**config.mk**
```make
export PLATFORM = sky130hd
export DESIGN_NAME = adc_sample_ctrl
export DESIGN_NICKNAME = d
export VERILOG_FILES = /design/src/rtl/adc_sample_ctrl.sv
export SDC_FILE = /design/constraint.sdc
export NUM_CORES = 1
export LEC_CHECK = 0
export CAP_MARGIN = 40
export CORE_ASPECT_RATIO = 0.6
export CORE_UTILIZATION = 54
export CTS_CLUSTER_SIZE = 16
export DETAILED_ROUTE_END_ITERATION = 16
export PLACE_DENSITY = 0.75
export SETUP_SLACK_MARGIN = 0.05
export SLEW_MARGIN = 5
export SYNTH_ARGS = -nofsm -noshare
export SYNTH_HDL_FRONTEND = slang
export SYNTH_SLANG_ARGS = --single-unit
```
**constraint.sdc**
```tcl
create_clock -name clk -period 2.2 [get_ports clk]
set_clock_uncertainty 0.1 [all_clocks]
set_input_delay 0.44 -clock clk [delete_from_list [all_inputs] [get_ports clk]]
set_output_delay 0.44 -clock clk [all_outputs]
set_load 0.03 [all_outputs]
```
**src/rtl/adc_sample_ctrl.sv**
```systemverilog
// ADC sample controller: one SPI ADC conversion per rising edge of sample_clk; word presented with a 1-cycle valid.
// Latency: sample_valid is registered at edge CONV_CYCLES+2*DATA_W*SCLK_DIV after the sample edge (68 with defaults).
// Backpressure: none; a sample edge while busy is dropped and sets sticky overrun. Define ADC_TWOS_COMP_EN to invert the word MSB.
module adc_sample_ctrl #(
  parameter int DATA_W      = 16,
  parameter int CONV_CYCLES = 4,
  parameter int SCLK_DIV    = 2
) (
  input  logic              clk,
  input  logic              rst_n,
  input  logic              sample_clk,
  input  logic              adc_miso,
  input  logic              overrun_clr,
  output logic              adc_cnv,
  output logic              adc_cs_n,
  output logic              adc_sclk,
  output logic [DATA_W-1:0] sample_data,
  output logic              sample_valid,
  output logic              busy,
  output logic              overrun
);

  localparam int BIT_W = $clog2(DATA_W + 1);
  localparam int HP_W  = (SCLK_DIV > 1) ? $clog2(SCLK_DIV) : 1;
  localparam int CC_W  = (CONV_CYCLES > 1) ? $clog2(CONV_CYCLES) : 1;

  localparam logic [HP_W-1:0]  HP_LAST  = HP_W'(SCLK_DIV - 1);
  localparam logic [CC_W-1:0]  CC_LAST  = CC_W'(CONV_CYCLES - 1);
  localparam logic [BIT_W-1:0] BIT_LAST = BIT_W'(DATA_W);

  generate
    if (DATA_W < 2 || CONV_CYCLES < 1 || SCLK_DIV < 1) begin : g_bad_param
      $error("adc_sample_ctrl: DATA_W must be >= 2, CONV_CYCLES and SCLK_DIV >= 1");
    end
  endgenerate

  typedef enum logic [1:0] {
    IDLE  = 2'd0,
    CONV  = 2'd1,
    SHIFT = 2'd2
  } state_t;

  state_t            state;
  logic              sc_prev;
  logic              start;
  logic [CC_W-1:0]   conv_cnt;
  logic [HP_W-1:0]   hp_cnt;
  logic [BIT_W-1:0]  bit_cnt;
  logic [DATA_W-1:0] shift_reg;
  logic [DATA_W-1:0] load_word;

  assign start = sample_clk & ~sc_prev;

`ifdef ADC_TWOS_COMP_EN
  // Offset-binary to two's complement is just an MSB flip.
  assign load_word = {~shift_reg[DATA_W-1], shift_reg[DATA_W-2:0]};
`else
  assign load_word = shift_reg;
`endif

  always_ff @(posedge clk or negedge rst_n) begin
    if (!rst_n) begin
      state        <= IDLE;
      sc_prev      <= 1'b1;
      conv_cnt     <= '0;
      hp_cnt       <= '0;
      bit_cnt      <= '0;
      shift_reg    <= '0;
      adc_cnv      <= 1'b0;
      adc_cs_n     <= 1'b1;
      adc_sclk     <= 1'b0;
      sample_data  <= '0;
      sample_valid <= 1'b0;
      busy         <= 1'b0;
      overrun      <= 1'b0;
    end else begin
      sc_prev      <= sample_clk;
      sample_valid <= 1'b0;

      // A set on the same cycle as a clear must win, so the set comes last.
      if (overrun_clr) begin
        overrun <= 1'b0;
      end
      if (start && state != IDLE) begin
        overrun <= 1'b1;
      end

      case (state)
        IDLE: begin
          if (start) begin
            state    <= CONV;
            adc_cnv  <= 1'b1;
            busy     <= 1'b1;
            conv_cnt <= '0;
          end
        end

        CONV: begin
          if (conv_cnt == CC_LAST) begin
            state     <= SHIFT;
            adc_cnv   <= 1'b0;
            adc_cs_n  <= 1'b0;
            hp_cnt    <= '0;
            bit_cnt   <= '0;
            shift_reg <= '0;
          end else begin
            conv_cnt <= conv_cnt + CC_W'(1);
          end
        end

        SHIFT: begin
          if (hp_cnt == HP_LAST) begin
            hp_cnt   <= '0;
            adc_sclk <= ~adc_sclk;
            if (!adc_sclk) begin
              shift_reg <= {shift_reg[DATA_W-2:0], adc_miso};
              bit_cnt   <= bit_cnt + BIT_W'(1);
            end else if (bit_cnt == BIT_LAST) begin
              // Falling edge after the last bit closes the frame.
              state        <= IDLE;
              sample_data  <= load_word;
              sample_valid <= 1'b1;
              adc_cs_n     <= 1'b1;
              busy         <= 1'b0;
            end
          end else begin
            hp_cnt <= hp_cnt + HP_W'(1);
          end
        end

        default: begin
          state    <= IDLE;
          adc_cnv  <= 1'b0;
          adc_cs_n <= 1'b1;
          adc_sclk <= 1'b0;
          busy     <= 1'b0;
        end
      endcase
    end
  end

endmodule

```
==> flow_summary.ini, run 1 <==
[status]
outcome = completed

[sta]
finalSetupViolCount = 0
fin_setup_tns_ns = 0
drv_slew = 0
period_needed_ns = 2.072
worstMarginPinSlew_ns = 0.3489
fin_crit_sh = 0.9419
fmax_mhz = 482.6
slew_headroom = 0.7640
rsz0062_at_grt = no
setup_ws_ns = 0.1278
hold_violations = 0
hold-worst-slack_ns = 0.4028

[floorplanning]
die_x_um = 81.61
dieHeight_um = 49.77
initial_core_util = 0.5963
fp.coreArea_mm2 = 0.003443
rows = 16
die_area_mm2 = 0.004061
ioPinCount = 27

[cts]
cts_buffers = 5
clk_path_buf_depth = 2
clkSinkCount = 49
cts_resized = 0
cts_tree = yes
clk_pin_slew_ns = 0.09
cts_htree_levels = 2
clkLatencyLatePin_ns = 0.30
cts-root-buf = clkbuf_8

[layout]
instances_no_fill = 224
area_growth_pct = 22.24
drive_gt1_frac = 0.2179
num_antenna_cells = 0
nets = 186
finalInstanceArea_mm2 = 0.002510
fin_util = 0.7289

[drt]
wl_um = 3653
viasPerCell = 5.661
dr.pass1.iters = 4
ant_nets = 0
num_vias = 1268
drtIter0Drc = 57
drc = 0
avgRoutedWirePerCell_um = 16.31

[pwr]
clkPwrFrac = 0.280
power.internal_mw = 1.651
finalPower_mw = 2.380
p_seq_frac = 0.478
power_frac_comb = 0.242
power_switching_uw = 728.9
switching_share = 0.3063
cellPowerDensity_mw_per_mm2 = 948.2
ir_worst_vdd_mv = 0.7325
p_leak_nw = 1.186

[synth]
synth.distinct_cells = 32
syn_area_per_cell_um2 = 14.16
synthesis.area_mm2 = 0.002053
syn_inst = 145
yosysWarnings = 0
ys_seq_area_frac = 0.5984
ys_ff_latch = 49
synth_nets = 153

[global_route]
grt_pass1_vias = 1302
grt_pass1_wl_um = 6520
grt_max_degree = 20
grtUsageTotal = 0.2213
grt_antenna_before_repair = 0
grt_remaining_overflow = 0

[worst_setup_path]
crit_type = reg -> out
path_buf_inv = 1
slowest_delay_ns = 0.67
cp_top_family = buffers and inverters
crit_path_cell_trace = clkdlybuf4s50_1
startpoint_type = flop
cp_slowest_cell = clkdlybuf4s50_1
cp_data_arrival_time_ns = 1.53
endpoint_kind = output port
critPathRequiredTime_ns = 1.66
worstPathMaxFanout = 3

[placement]
dpl_worst_slack_ns = 0.2963
numPortBuffers = 26
place_hpwl_um = 2443
place_area_mm2 = 0.002380
gp_congestion = 0.8048
dp_cells = 215

[job]
drv_cap = 0

[hold_path]
min_path_type = reg -> reg
[layout make-up]
class / count / area, um2
clock inverter: 2 / 37.54
inverter: 7 / 26.28
clock buffer: 6 / 82.58
tap: 45 / 56.30
timing repair buffer: 33 / 322.8
fill: 222 / 933.4
sequential: 49 / 1229
multi-input combinational: 82 / 755.7
[Yosys cell counts]
master	n	area (um2)
dfrtp_1	47	1176
a22o_1	20	175.2
mux2_4	9	135.1
mux2_2	8	90.09
o21ai_0	8	40.04
inv_1	7	26.28
nand2_1	6	22.52
buf_2	5	25.02
ha_1	3	37.54
mux2i_1	3	30.03
nand3_1	3	15.01
nor2_1	3	11.26
a21boi_0	2	15.01
a21oi_1	2	10.01
dfstp_2	2	52.55
and2_1	1	6.260
and3b_1	1	8.760
buf_12	1	20.02
clkbuf_1	1	3.750
nand2b_4	1	13.76
nand3b_1	1	7.510
nand3b_4	1	20.02
nand4_1	1	6.260
nand4bb_1	1	11.26
nand4bb_4	1	27.53
nor2b_1	1	6.260
nor3_4	1	16.27
nor4bb_1	1	10.01
o2bb2ai_1	1	8.760
o311ai_0	1	8.760
o32a_1	1	10.01
or3_1	1	6.260
[cells by family (layout without fill, tap and decap cells)]
group | Yosys count | in the layout | synth area share
mux | 20 | 20 | 0.1243
fa+ha+maj | 3 | 3 | 0.01828
buf+inv | 14 | 48 | 0.03656
flops | 49 | 49 | 0.5984
simple gates | 24 | 24 | 0.09203
compound gates | 35 | 35 | 0.1304
[state kept, by name (all words and copies together), names as in the netlist]
signal        count
adc_sclk          1
sample_data      16
adc_cnv           1
hp_cnt            1
bit_cnt           5
sample_valid      1
state             2
load_word        16
sc_prev           1
overrun           1
adc_cs_n          1
busy              1
conv_cnt          2
[cell usage in the layout (no fill, tap or decap), types with 2 or more instances in the layout]
cell type and instances:
inv_1 7, clkdlybuf4s50_1 25, clkbuf_8 6, a22o_1 20, mux2_4 9, mux2i_1 3
dfstp_2 2, a21boi_0 2, o21ai_0 8, nor2_1 3, buf_4 5, nand2_1 6
a21oi_1 2, nand3_1 3, dfrtp_1 47, ha_1 3, mux2_2 8
[timing repair]
| action | CTS | global route |
|---|---|---|
| setup buffers | 0 | 0 |
| hold endpoints to repair | 14 | 0 |
| hold buffers | 1 | 0 |
[routing by layer]
metal	GRT usage	share of wire	routed length, um	up-vias
li1	-	-	-	592
met1	0.3396	0.53	1935	645
met2	0.3056	0.42	1532	24
met3	0.05185	0.036	130	7
met4	0.07895	0.015	55	0
met5	0	0	0	-
[power by group through the flow]
stage / clock, mW / sequential, mW / combinational (mW)
after global routing: 0.722 / 1.16 / 0.642
after global placement: 0 / 1.14 / 0.558
after CTS: 0.687 / 1.13 / 0.582
after detailed placement: 0 / 1.15 / 0.580
final: 0.667 / 1.14 / 0.577
after floorplan: 0 / 1.17 / 0.366
[worst paths after layout]
kind / from / to / slack, ns / cells after the start
max: adc_cs_n / adc_cs_n / 0.13 / 1
min: load_word[15] / load_word[15] / 0.40 / 1
max reg2reg: bit_cnt[0] / sample_data[12] / 0.29 / 6
min reg2reg: load_word[15] / load_word[15] / 0.40 / 1
max in group asynchronous: rst_n / adc_cs_n / 0.90 / 3
min in group asynchronous: rst_n / load_word[8] / 0.47 / 2
[worst reg2reg max path, stage by stage, from the launching register on]
cell and delay [ns]:
dfrtp_1 0.43, inv_1 0.07, ha_1 0.18, nand4bb_4 0.14, nor3_4 0.18, buf_4 0.31
mux2_2 0.39
(Power assumes the default switching activity.)
==> inputs of run 2 (changes only) <==
--- a/config.mk
+++ b/config.mk
@@ -10,6 +10,7 @@
 export CORE_UTILIZATION = 54
 export CTS_CLUSTER_SIZE = 16
 export DETAILED_ROUTE_END_ITERATION = 16
+export GPL_ROUTABILITY_DRIVEN = 0
 export PLACE_DENSITY = 0.75
 export SETUP_SLACK_MARGIN = 0.05
 export SLEW_MARGIN = 5
==> results of run 2 <==
Same layout as run 1: the final DEF is identical, and so are final timing and power.
